**src/rtl/turtle_motion_ctrl.sv**
```systemverilog
// Position/control store for N turtles feeding the sprite renderer, with a
// per-frame motion sequencer that advances one enabled turtle per clock.
module turtle_motion_ctrl #(
  parameter int N     = 20,
  parameter int H_MAX = 640,
  parameter int V_MAX = 480
) (
  input  logic            clk,
  input  logic            reset,
  input  logic            cs,
  input  logic            write,
  input  logic [5:0]      addr,
  input  logic [31:0]     wr_data,
  output logic [31:0]     rd_data,
  input  logic            frame_tick,
  output logic [N*11-1:0] x_flat,
  output logic [N*11-1:0] y_flat,
  output logic [N*4-1:0]  ctrl_flat,
  output logic            busy,
  output logic            done
);

  localparam int IW = (N > 1) ? $clog2(N) : 1;

  localparam logic [1:0] S_IDLE   = 2'd0;
  localparam logic [1:0] S_UPDATE = 2'd1;
  localparam logic [1:0] S_DONE   = 2'd2;

  localparam logic [5:0]    CSR_ADDR = 6'h3F;
  localparam logic [5:0]    N_ADDR   = 6'(N);
  localparam logic [IW-1:0] LAST_IDX = IW'(N - 1);
  localparam logic [12:0]   H_MOD    = 13'(H_MAX);
  localparam logic [12:0]   V_MOD    = 13'(V_MAX);

  logic [1:0]    state_reg;
  logic [IW-1:0] idx_reg;
  logic [15:0]   frame_cnt_reg;
  logic          overrun_reg;
  logic          freeze_reg;
  logic          busy_reg;
  logic          done_reg;

  logic [N*4-1:0] dx_all;
  logic [N*4-1:0] dy_all;
  logic [N-1:0]   en_all;

  logic [4:0] wr_idx;
  logic       idx_ok;
  logic       pos_wr;
  logic       mot_wr;
  logic       csr_wr;

  assign wr_idx = addr[4:0];
  assign idx_ok = ({1'b0, wr_idx} < N_ADDR);
  assign csr_wr = cs && write && (addr == CSR_ADDR);
  assign pos_wr = cs && write && !addr[5] && idx_ok;
  assign mot_wr = cs && write && addr[5] && idx_ok && (addr != CSR_ADDR);

  // One shared motion datapath, steered by the sequencer index.
  logic [10:0] cur_x;
  logic [10:0] cur_y;
  logic [3:0]  cur_dx;
  logic [3:0]  cur_dy;
  logic [10:0] new_x;
  logic [10:0] new_y;
  logic        commit;

  // Sum carried in 13 bits so a software-written position near 2047 plus a
  // positive velocity is not mistaken for a negative result.
  function automatic logic [10:0] wrap_add(input logic [10:0] pos,
                                           input logic [3:0]  vel,
                                           input logic [12:0] modulus);
    logic [12:0] s;
    logic [12:0] r;
    s = {2'b00, pos} + {{9{vel[3]}}, vel};
    if (s[12])
      r = s + modulus;
    else if (s >= modulus)
      r = s - modulus;
    else
      r = s;
    return r[10:0];
  endfunction

  assign cur_x  = x_flat[11*idx_reg +: 11];
  assign cur_y  = y_flat[11*idx_reg +: 11];
  assign cur_dx = dx_all[4*idx_reg +: 4];
  assign cur_dy = dy_all[4*idx_reg +: 4];
  assign new_x  = wrap_add(cur_x, cur_dx, H_MOD);
  assign new_y  = wrap_add(cur_y, cur_dy, V_MOD);
  assign commit = (state_reg == S_UPDATE) && en_all[idx_reg];

  genvar gi;
  generate
    for (gi = 0; gi < N; gi++) begin : g_turtle
      logic [10:0] x_reg;
      logic [10:0] y_reg;
      logic [3:0]  ctrl_reg;
      logic [3:0]  dx_reg;
      logic [3:0]  dy_reg;
      logic        en_reg;
      logic        sel_wr;
      logic        sel_upd;

      assign sel_wr  = (wr_idx == 5'(gi));
      assign sel_upd = commit && (idx_reg == IW'(gi));

      always_ff @(posedge clk) begin
        if (reset) begin
          x_reg    <= '0;
          y_reg    <= '0;
          ctrl_reg <= '0;
          dx_reg   <= '0;
          dy_reg   <= '0;
          en_reg   <= 1'b0;
        end else begin
          // A software position write overrides this frame's motion result.
          if (pos_wr && sel_wr) begin
            x_reg <= wr_data[10:0];
            y_reg <= wr_data[21:11];
          end else if (sel_upd) begin
            x_reg <= new_x;
            y_reg <= new_y;
          end
          if (mot_wr && sel_wr) begin
            ctrl_reg <= wr_data[3:0];
            dx_reg   <= wr_data[7:4];
            dy_reg   <= wr_data[11:8];
            en_reg   <= wr_data[12];
          end
        end
      end

      assign x_flat[11*gi +: 11]  = x_reg;
      assign y_flat[11*gi +: 11]  = y_reg;
      assign ctrl_flat[4*gi +: 4] = ctrl_reg;
      assign dx_all[4*gi +: 4]    = dx_reg;
      assign dy_all[4*gi +: 4]    = dy_reg;
      assign en_all[gi]           = en_reg;
    end
  endgenerate

  always_ff @(posedge clk) begin
    if (reset) begin
      state_reg     <= S_IDLE;
      idx_reg       <= '0;
      frame_cnt_reg <= '0;
      overrun_reg   <= 1'b0;
      freeze_reg    <= 1'b0;
      busy_reg      <= 1'b0;
      done_reg      <= 1'b0;
    end else begin
      if (csr_wr) begin
        freeze_reg <= wr_data[0];
        if (wr_data[1])
          overrun_reg <= 1'b0;
      end
      case (state_reg)
        S_IDLE: begin
          done_reg <= 1'b0;
          if (frame_tick && !freeze_reg) begin
            state_reg <= S_UPDATE;
            idx_reg   <= '0;
            busy_reg  <= 1'b1;
          end
        end
        S_UPDATE: begin
          if (idx_reg == LAST_IDX) begin
            state_reg <= S_DONE;
            busy_reg  <= 1'b0;
            done_reg  <= 1'b1;
          end else begin
            idx_reg <= idx_reg + 1'b1;
          end
        end
        S_DONE: begin
          state_reg     <= S_IDLE;
          done_reg      <= 1'b0;
          frame_cnt_reg <= frame_cnt_reg + 16'd1;
        end
        default: begin
          state_reg <= S_IDLE;
          busy_reg  <= 1'b0;
          done_reg  <= 1'b0;
        end
      endcase
      // Placed after the clear so a tick landing with a clear still sticks.
      if (frame_tick && (state_reg != S_IDLE))
        overrun_reg <= 1'b1;
    end
  end

  assign busy = busy_reg;
  assign done = done_reg;

  always_comb begin
    rd_data = '0;
    if (addr == CSR_ADDR)
      rd_data = {14'b0, frame_cnt_reg, overrun_reg, freeze_reg};
    else if (idx_ok && addr[5])
      rd_data = {19'b0, en_all[wr_idx], dy_all[4*wr_idx +: 4],
                 dx_all[4*wr_idx +: 4], ctrl_flat[4*wr_idx +: 4]};
    else if (idx_ok)
      rd_data = {10'b0, y_flat[11*wr_idx +: 11], x_flat[11*wr_idx +: 11]};
  end

endmodule

```
**config.mk**
```make
export PLATFORM = sky130hd
export DESIGN_NAME = turtle_motion_ctrl
export DESIGN_NICKNAME = d
export VERILOG_FILES = /design/src/rtl/turtle_motion_ctrl.sv
export SDC_FILE = /design/constraint.sdc
export NUM_CORES = 2
export LEC_CHECK = 0
export CELL_PAD_IN_SITES_DETAIL_PLACEMENT = 0
export CELL_PAD_IN_SITES_GLOBAL_PLACEMENT = 2
export CORE_MARGIN = 2
export CORE_UTILIZATION = 31
export CTS_BUF_LIST = sky130_fd_sc_hd__clkbuf_16
export CTS_CLUSTER_DIAMETER = 150
export CTS_CLUSTER_SIZE = 10
export DETAILED_ROUTE_END_ITERATION = 6
export GPL_TIMING_DRIVEN = 0
export PLACE_DENSITY = 0.79
export SYNTH_ARGS = -nofsm -noshare
export SYNTH_HDL_FRONTEND = slang
export SYNTH_SLANG_ARGS = --single-unit
```
**constraint.sdc**
```tcl
create_clock -name clk -period 6.2 [get_ports clk]
set_input_delay 1.55 -clock clk [delete_from_list [all_inputs] [get_ports clk]]
set_output_delay 1.55 -clock clk [all_outputs]
set_load 0.1 [all_outputs]
```
# Yosys cells after proc, flatten, opt, wreduce, memory -nomap -nowiden
# Cells that the tools add are included.
# op_classes
n_addsub	8
multipliers	2
div_mod_pow	0
order_cmp	5
n_eq_ne	45
shifts	9
muxes	103
bitwise	2
n_reduce_logical	105
# ops
operator	count
$mux 11	84
$shiftx 220x10->11	4
$shiftx 80x8->4	5
$eq 5x4->1 const B	16
$logic_and 1x1->1	71
$mux 22	3
$reduce_bool 2->1	24
$eq 5x3->1 const B	8
$eq 5x5->1 const B	8
$add 12x4->13	2
$eq 5x2->1 const B	4
$mul 4x5->9 const A	2
$add 16x1->16 const B	1
$ge 13x10->1 const B	1
$ge 13x9->1 const B	1
$lt 5x6->1 const B	2
$add 11x10->11 const B	1
$add 11x9->11 const B	1
$sub 11x10->11 const B	1
$sub 11x9->11 const B	1
$bmux 1 s5	2
$eq 5x1->1 const B	2
$logic_not 5->1	2
$mux 5	2
19 further kinds	31
# totals
reg_bits	727
latchBits	0
ramBits	0
rom_bits	0
in_bits	43
output_inout_bits	554
wordCells	406
memories	0

# Depth between registers and ports, before layout
# logic_depth
word_depth	8
ltp_mapped	23
depth_no_buf	16

# Worst setup path before layout
# No wires, ideal clock.
# synth_timing
path_kind	input port to output port
from	input addr[1]
to	output rd_data[13]
arrival_time_ps	5867
required_ps	4650
path_slack_ps	-1217
cell_stages	9
n_path_buf	6
path_cell_list	clkbuf_1 > buf_2 > clkbuf_1 > buf_1 > clkbuf_1 > clkbuf_1 > mux4_2 > mux2i_1 > o21ai_0
# synth_via
elab_chain_len	5
word_cells_on_any_way	8
classes_between	mul: 1; order compare: 1; eq/ne: 1; shift: 1; mux: 3; reduce/logical: 1
# synth_lines
item	line_no	text
start, declared	12	input logic [5:0] addr,
$mul 4x5->9	204	rd_data = {10'b0, y_flat[11*wr_idx +: 11], x_flat[11*wr_idx +: 11]};
$shiftx 220x10->11	204	
$mux 22	203	else if (idx_ok)
$mux 22	200	else if (idx_ok && addr[5])
$mux 22 (*)	198	if (addr == CSR_ADDR)
end, declared	14	output logic [31:0] rd_data,
# Mark *: on every way between the ends. The rest lies on a longest branch, timed or not.

# Worst setup path after layout
# layout_timing
from	input addr[1]
to	output rd_data[4]
# The elaborated chain is that of the path after synthesis.

==> reports/summary.md <==
For the finished layout, the period the worst path requires is 6.23 ns. The number of antenna violations at the first check in global routing is 35. The run gives -0.0734 as the remaining max-slew budget at the tightest pin. The leading cell type in the layout, fill and taps excluded was sky130_fd_sc_hd__nand2_1. TritonCTS built the clock tree. The number of max-cap violations is 1. The post-synthesis cell type count was 75. The tools report the static power due to leakage as 17.4 nW.

The checks that failed: design-rule violations, max-capacitance violations, max-slew violations, negative setup slack. The run gives 727 as the number of sinks on the clock net. In this run, synthesis inferred 0 flip-flops with an integrated enable. The final hold violation count came out at 0.

At the pin with the least slew margin, the transition time is 1.61 ns. In the final routed layout, each cell accounts on average for 39.5 um. The number of antenna-violating nets in the routed design is 0.

The signal on the critical path passes through clkbuf_4 > buf_6 > clkbuf_8 > mux4_2 > mux4_2 > mux4_2 > a22o_1 > buf_4. At the end of routability-driven placement, the weighted congestion stood at 1.06. The ratio of final minimum period to clock period was 1.00.

Maximum number of pins on one net before global-route repair: 15. Summing over every cut layer, the via total after detailed routing is 47310. The worst voltage drop across the vdd grid came out at 175 uV. The finished layout holds 7299 standard cells, fillers aside. The tightest hold path in the finished design has a slack of 0.466 ns. The clock slew seen by the registers of the worst setup and hold paths was 0.06 ns.

In this run the worst path has a maximum fanout of 10. The number of DRC violations after detailed-routing iteration 0 was 7972; the max-slew violation count was 11. The via count of the first global-routing pass came out at 42858.

After global routing the overflow that remains totals 0. Before antenna repair, the detailed router went through 7 iterations. Clock skew on the completed layout was measured at 0.0429 ns. The net count of the finished layout is 5555. The tools report the clock latency on the worst-skew pair as 0.72 ns. The wire-length estimate of the detail-placed layout is 231000 um. The die boundary width came out at 375 um. Setup violations remaining at the end of the flow were counted as 4. Master cell of the clock root buffer: sky130_fd_sc_hd__clkbuf_16. The cell area that synthesis handed to floorplanning was 42800 sq um.

STA puts the critical path data required time at 4.65 ns. In the synthesized netlist the dominant register cell turns out to be sky130_fd_sc_hd__dfxtp_1. Summing internal, switching and leakage power gives 10.5 mW. The family with the most delay on the worst path is multiplexers.

The areal power density over the cells was 193 nW/um^2. Row generation in the floorplan step produced 136 rows. Synthesis produced a netlist whose cell count is 4794.

The slowest cell on the critical path was sky130_fd_sc_hd__mux4_2. The critical path is of the in2out type. The y dimension of the die works out to 375 um.

In the layout the commonest cells are sky130_fd_sc_hd__nand2_1, sky130_fd_sc_hd__dfxtp_1, sky130_fd_sc_hd__clkdlybuf4s50_1, sky130_fd_sc_hd__nor2_1, sky130_fd_sc_hd__a21oi_1. The run gives 0.340 as the sequential element share of the synthesized area. After synthesis the netlist holds a flip-flop and latch count of 727. The mean instance size in the synthesized netlist works out to 8.92 sq um. The arrival time of the worst setup path came out at 4.68 ns. The worst setup path is launched from a primary input.

The placeable core region was 137000 sq um. The tightest min-delay check is of the reg2reg type. The logs give -0.0258 ns for the slack of the critical path and 14600 sq um for the area used by sequential logic in the layout. The first global-routing pass estimated 382000 um of wire. During I/O placement, the number of pins put on the boundary was 597. The critical path's most frequent cell was sky130_fd_sc_hd__mux4_2.

The remaining routing DRC violations is 1, and the cell count after placement is 7154. The post-placement worst setup slack is -3.78 ns, and the number of buffers and inverters on the critical path is 4. The async set-or-reset flop fraction in the synthesized netlist was 0; the effective utilization at floorplan was 0.312. For this run, the slowest stage of the critical path takes 0.71 ns.

Proportion of layout cells with a drive suffix above 1: 0.146. For this run, the top clock speed supported by timing is 161 MHz. The run finished, with violations left.

CTS built an H-tree with a depth of 3. During synthesis, Yosys emitted a total of 0 warnings. Worst-case register-to-register setup slack: 0.04 ns. The total track usage is 0.395, and the total of buffers placed on input and output ports is 555.

The logs give 3 for the clock tree buffer depth and 141000 sq um for the full die area. STA classifies the critical path endpoint as an output pin. Compared with the post-synthesis result, the final layout area differs by 26.7%. For the final routed database, the setup TNS stands at -0.0667 ns. For this block, the routed nets add up to 288000 um of wire. Counting the fill cells in the layout gives 13857. Counting the buffers created by CTS gives 82.

After detailed routing, the number of vias per cell comes to 6.48. For the multi-input combinational cell area, the log shows 26200 sq um.
==> worst paths after layout <==
| path | start | endpoint | depth (start not counted) |
|---|---|---|---|
| setup / recovery | addr[1] | rd_data[4] | 8 |
| hold / removal | g_turtle[15].dy_reg[0]$_SDFFE_PP0P_ | g_turtle[15].dy_reg[0]$_SDFFE_PP0P_ | 2 |
| setup reg to reg | idx_reg[0]$_SDFFE_PP0P_ | g_turtle[15].x_reg[10]$_SDFFE_PP0P_ | 18 |
| hold reg to reg | g_turtle[15].dy_reg[0]$_SDFFE_PP0P_ | g_turtle[15].dy_reg[0]$_SDFFE_PP0P_ | 2 |
==> Yosys cell counts (16+ instances only) <==
master	count	area share
sky130_fd_sc_hd__mux2i_1	146	0.034
sky130_fd_sc_hd__xnor2_1	17	0.0035
sky130_fd_sc_hd__buf_1	44	0.0039
sky130_fd_sc_hd__mux4_2	403	0.21
sky130_fd_sc_hd__nor2_1	490	0.043
sky130_fd_sc_hd__a311oi_1	131	0.027
sky130_fd_sc_hd__o211ai_1	44	0.0077
sky130_fd_sc_hd__o21ai_0	70	0.0082
sky130_fd_sc_hd__dfxtp_1	727	0.34
sky130_fd_sc_hd__a31oi_1	40	0.0059
sky130_fd_sc_hd__o22ai_1	27	0.0039
sky130_fd_sc_hd__nand2b_1	20	0.0029
sky130_fd_sc_hd__o21a_1	22	0.0039
sky130_fd_sc_hd__ha_1	34	0.0099
sky130_fd_sc_hd__nor3_1	59	0.0069
sky130_fd_sc_hd__inv_1	19	0.0017
sky130_fd_sc_hd__buf_2	66	0.0077
sky130_fd_sc_hd__nand2_1	948	0.083
sky130_fd_sc_hd__nand3_1	106	0.012
sky130_fd_sc_hd__a21o_1	21	0.0037
sky130_fd_sc_hd__nor4b_1	20	0.0041
sky130_fd_sc_hd__or4_1	21	0.0037
sky130_fd_sc_hd__and3_1	44	0.0064
sky130_fd_sc_hd__a21oi_1	438	0.051
sky130_fd_sc_hd__a211oi_1	170	0.030
sky130_fd_sc_hd__clkbuf_1	434	0.038
sky130_fd_sc_hd__a22o_1	45	0.0092
sky130_fd_sc_hd__buf_4	16	0.0028
sky130_fd_sc_hd__nand4_1	31	0.0045
==> through the flow <==
| stage | utilization | area (sq um) |
|---|---|---|
| after global routing | 0.395 | 54100 |
| after CTS | 0.393 | 53900 |
| final | 0.395 | 54200 |
| after detailed placement | 0.370 | 50700 |
| after global placement | 0.369 | 50600 |
| after floorplan | - | 42800 |
==> metal layers <==
metal	up-vias	part of all wire	GRT usage
li1	18902	-	-
met1	23991	0.38	0.516
met2	3761	0.41	0.564
met3	624	0.14	0.143
met4	32	0.064	0.213
met5	-	0.0012	0
==> worst reg2reg max path: cells and delay by family, from the launching register on <==
family / cells / cell delay [ns]
xor gates and xnor gates: 1 / 0.47
AOI/OAI and AO/OA: 5 / 1.26
buffers and inverters: 7 / 1.92
muxes: 3 / 1.33
DFF: 1 / 0.41
adders and majority gates: 1 / 0.47
and+or+nand+nor: 1 / 0.15
==> kinds of logic after synthesis <==
group / Yosys count / synth area share
xor gates and xnor gates: 30 / 0.00614
muxes: 555 / 0.248
other: 1 / 0.0000877
adders and majority gates: 36 / 0.0109
buffers and inverters: 582 / 0.0548
and+or+nand+nor: 1795 / 0.177
AOI/OAI and AO/OA: 1068 / 0.163
DFF: 727 / 0.340
==> where the power goes <==
group          internal (mW)  switching [mW]  leakage [nW]
Sequential              4.69          0.0254          5.86
Combinational          0.285           0.822          10.5
Clock                   2.45            2.20          1.08
==> layout make-up <==
type                            instances  share of cell area
Antenna cell                           24             0.00111
Buffer                                561              0.0560
Clock buffer                           87              0.0402
Clock inverter                          2            0.000254
Inverter                               20             0.00139
Multi-Input combinational cell       3494               0.484
Sequential cell                       727               0.269
Tap cell                             1794              0.0414
Timing Repair Buffer                  590               0.107
==> timing repair <==
action	in CTS	in global routing
gates resized for setup	444	56
pin swaps	11	13
endpoints found under the hold margin	0	0
setup endpoints to repair	502	212
buffers inserted	19	14
cloned	0	0
hold buffers	0	0
Note: power is estimated with default switching activity, not from simulation.
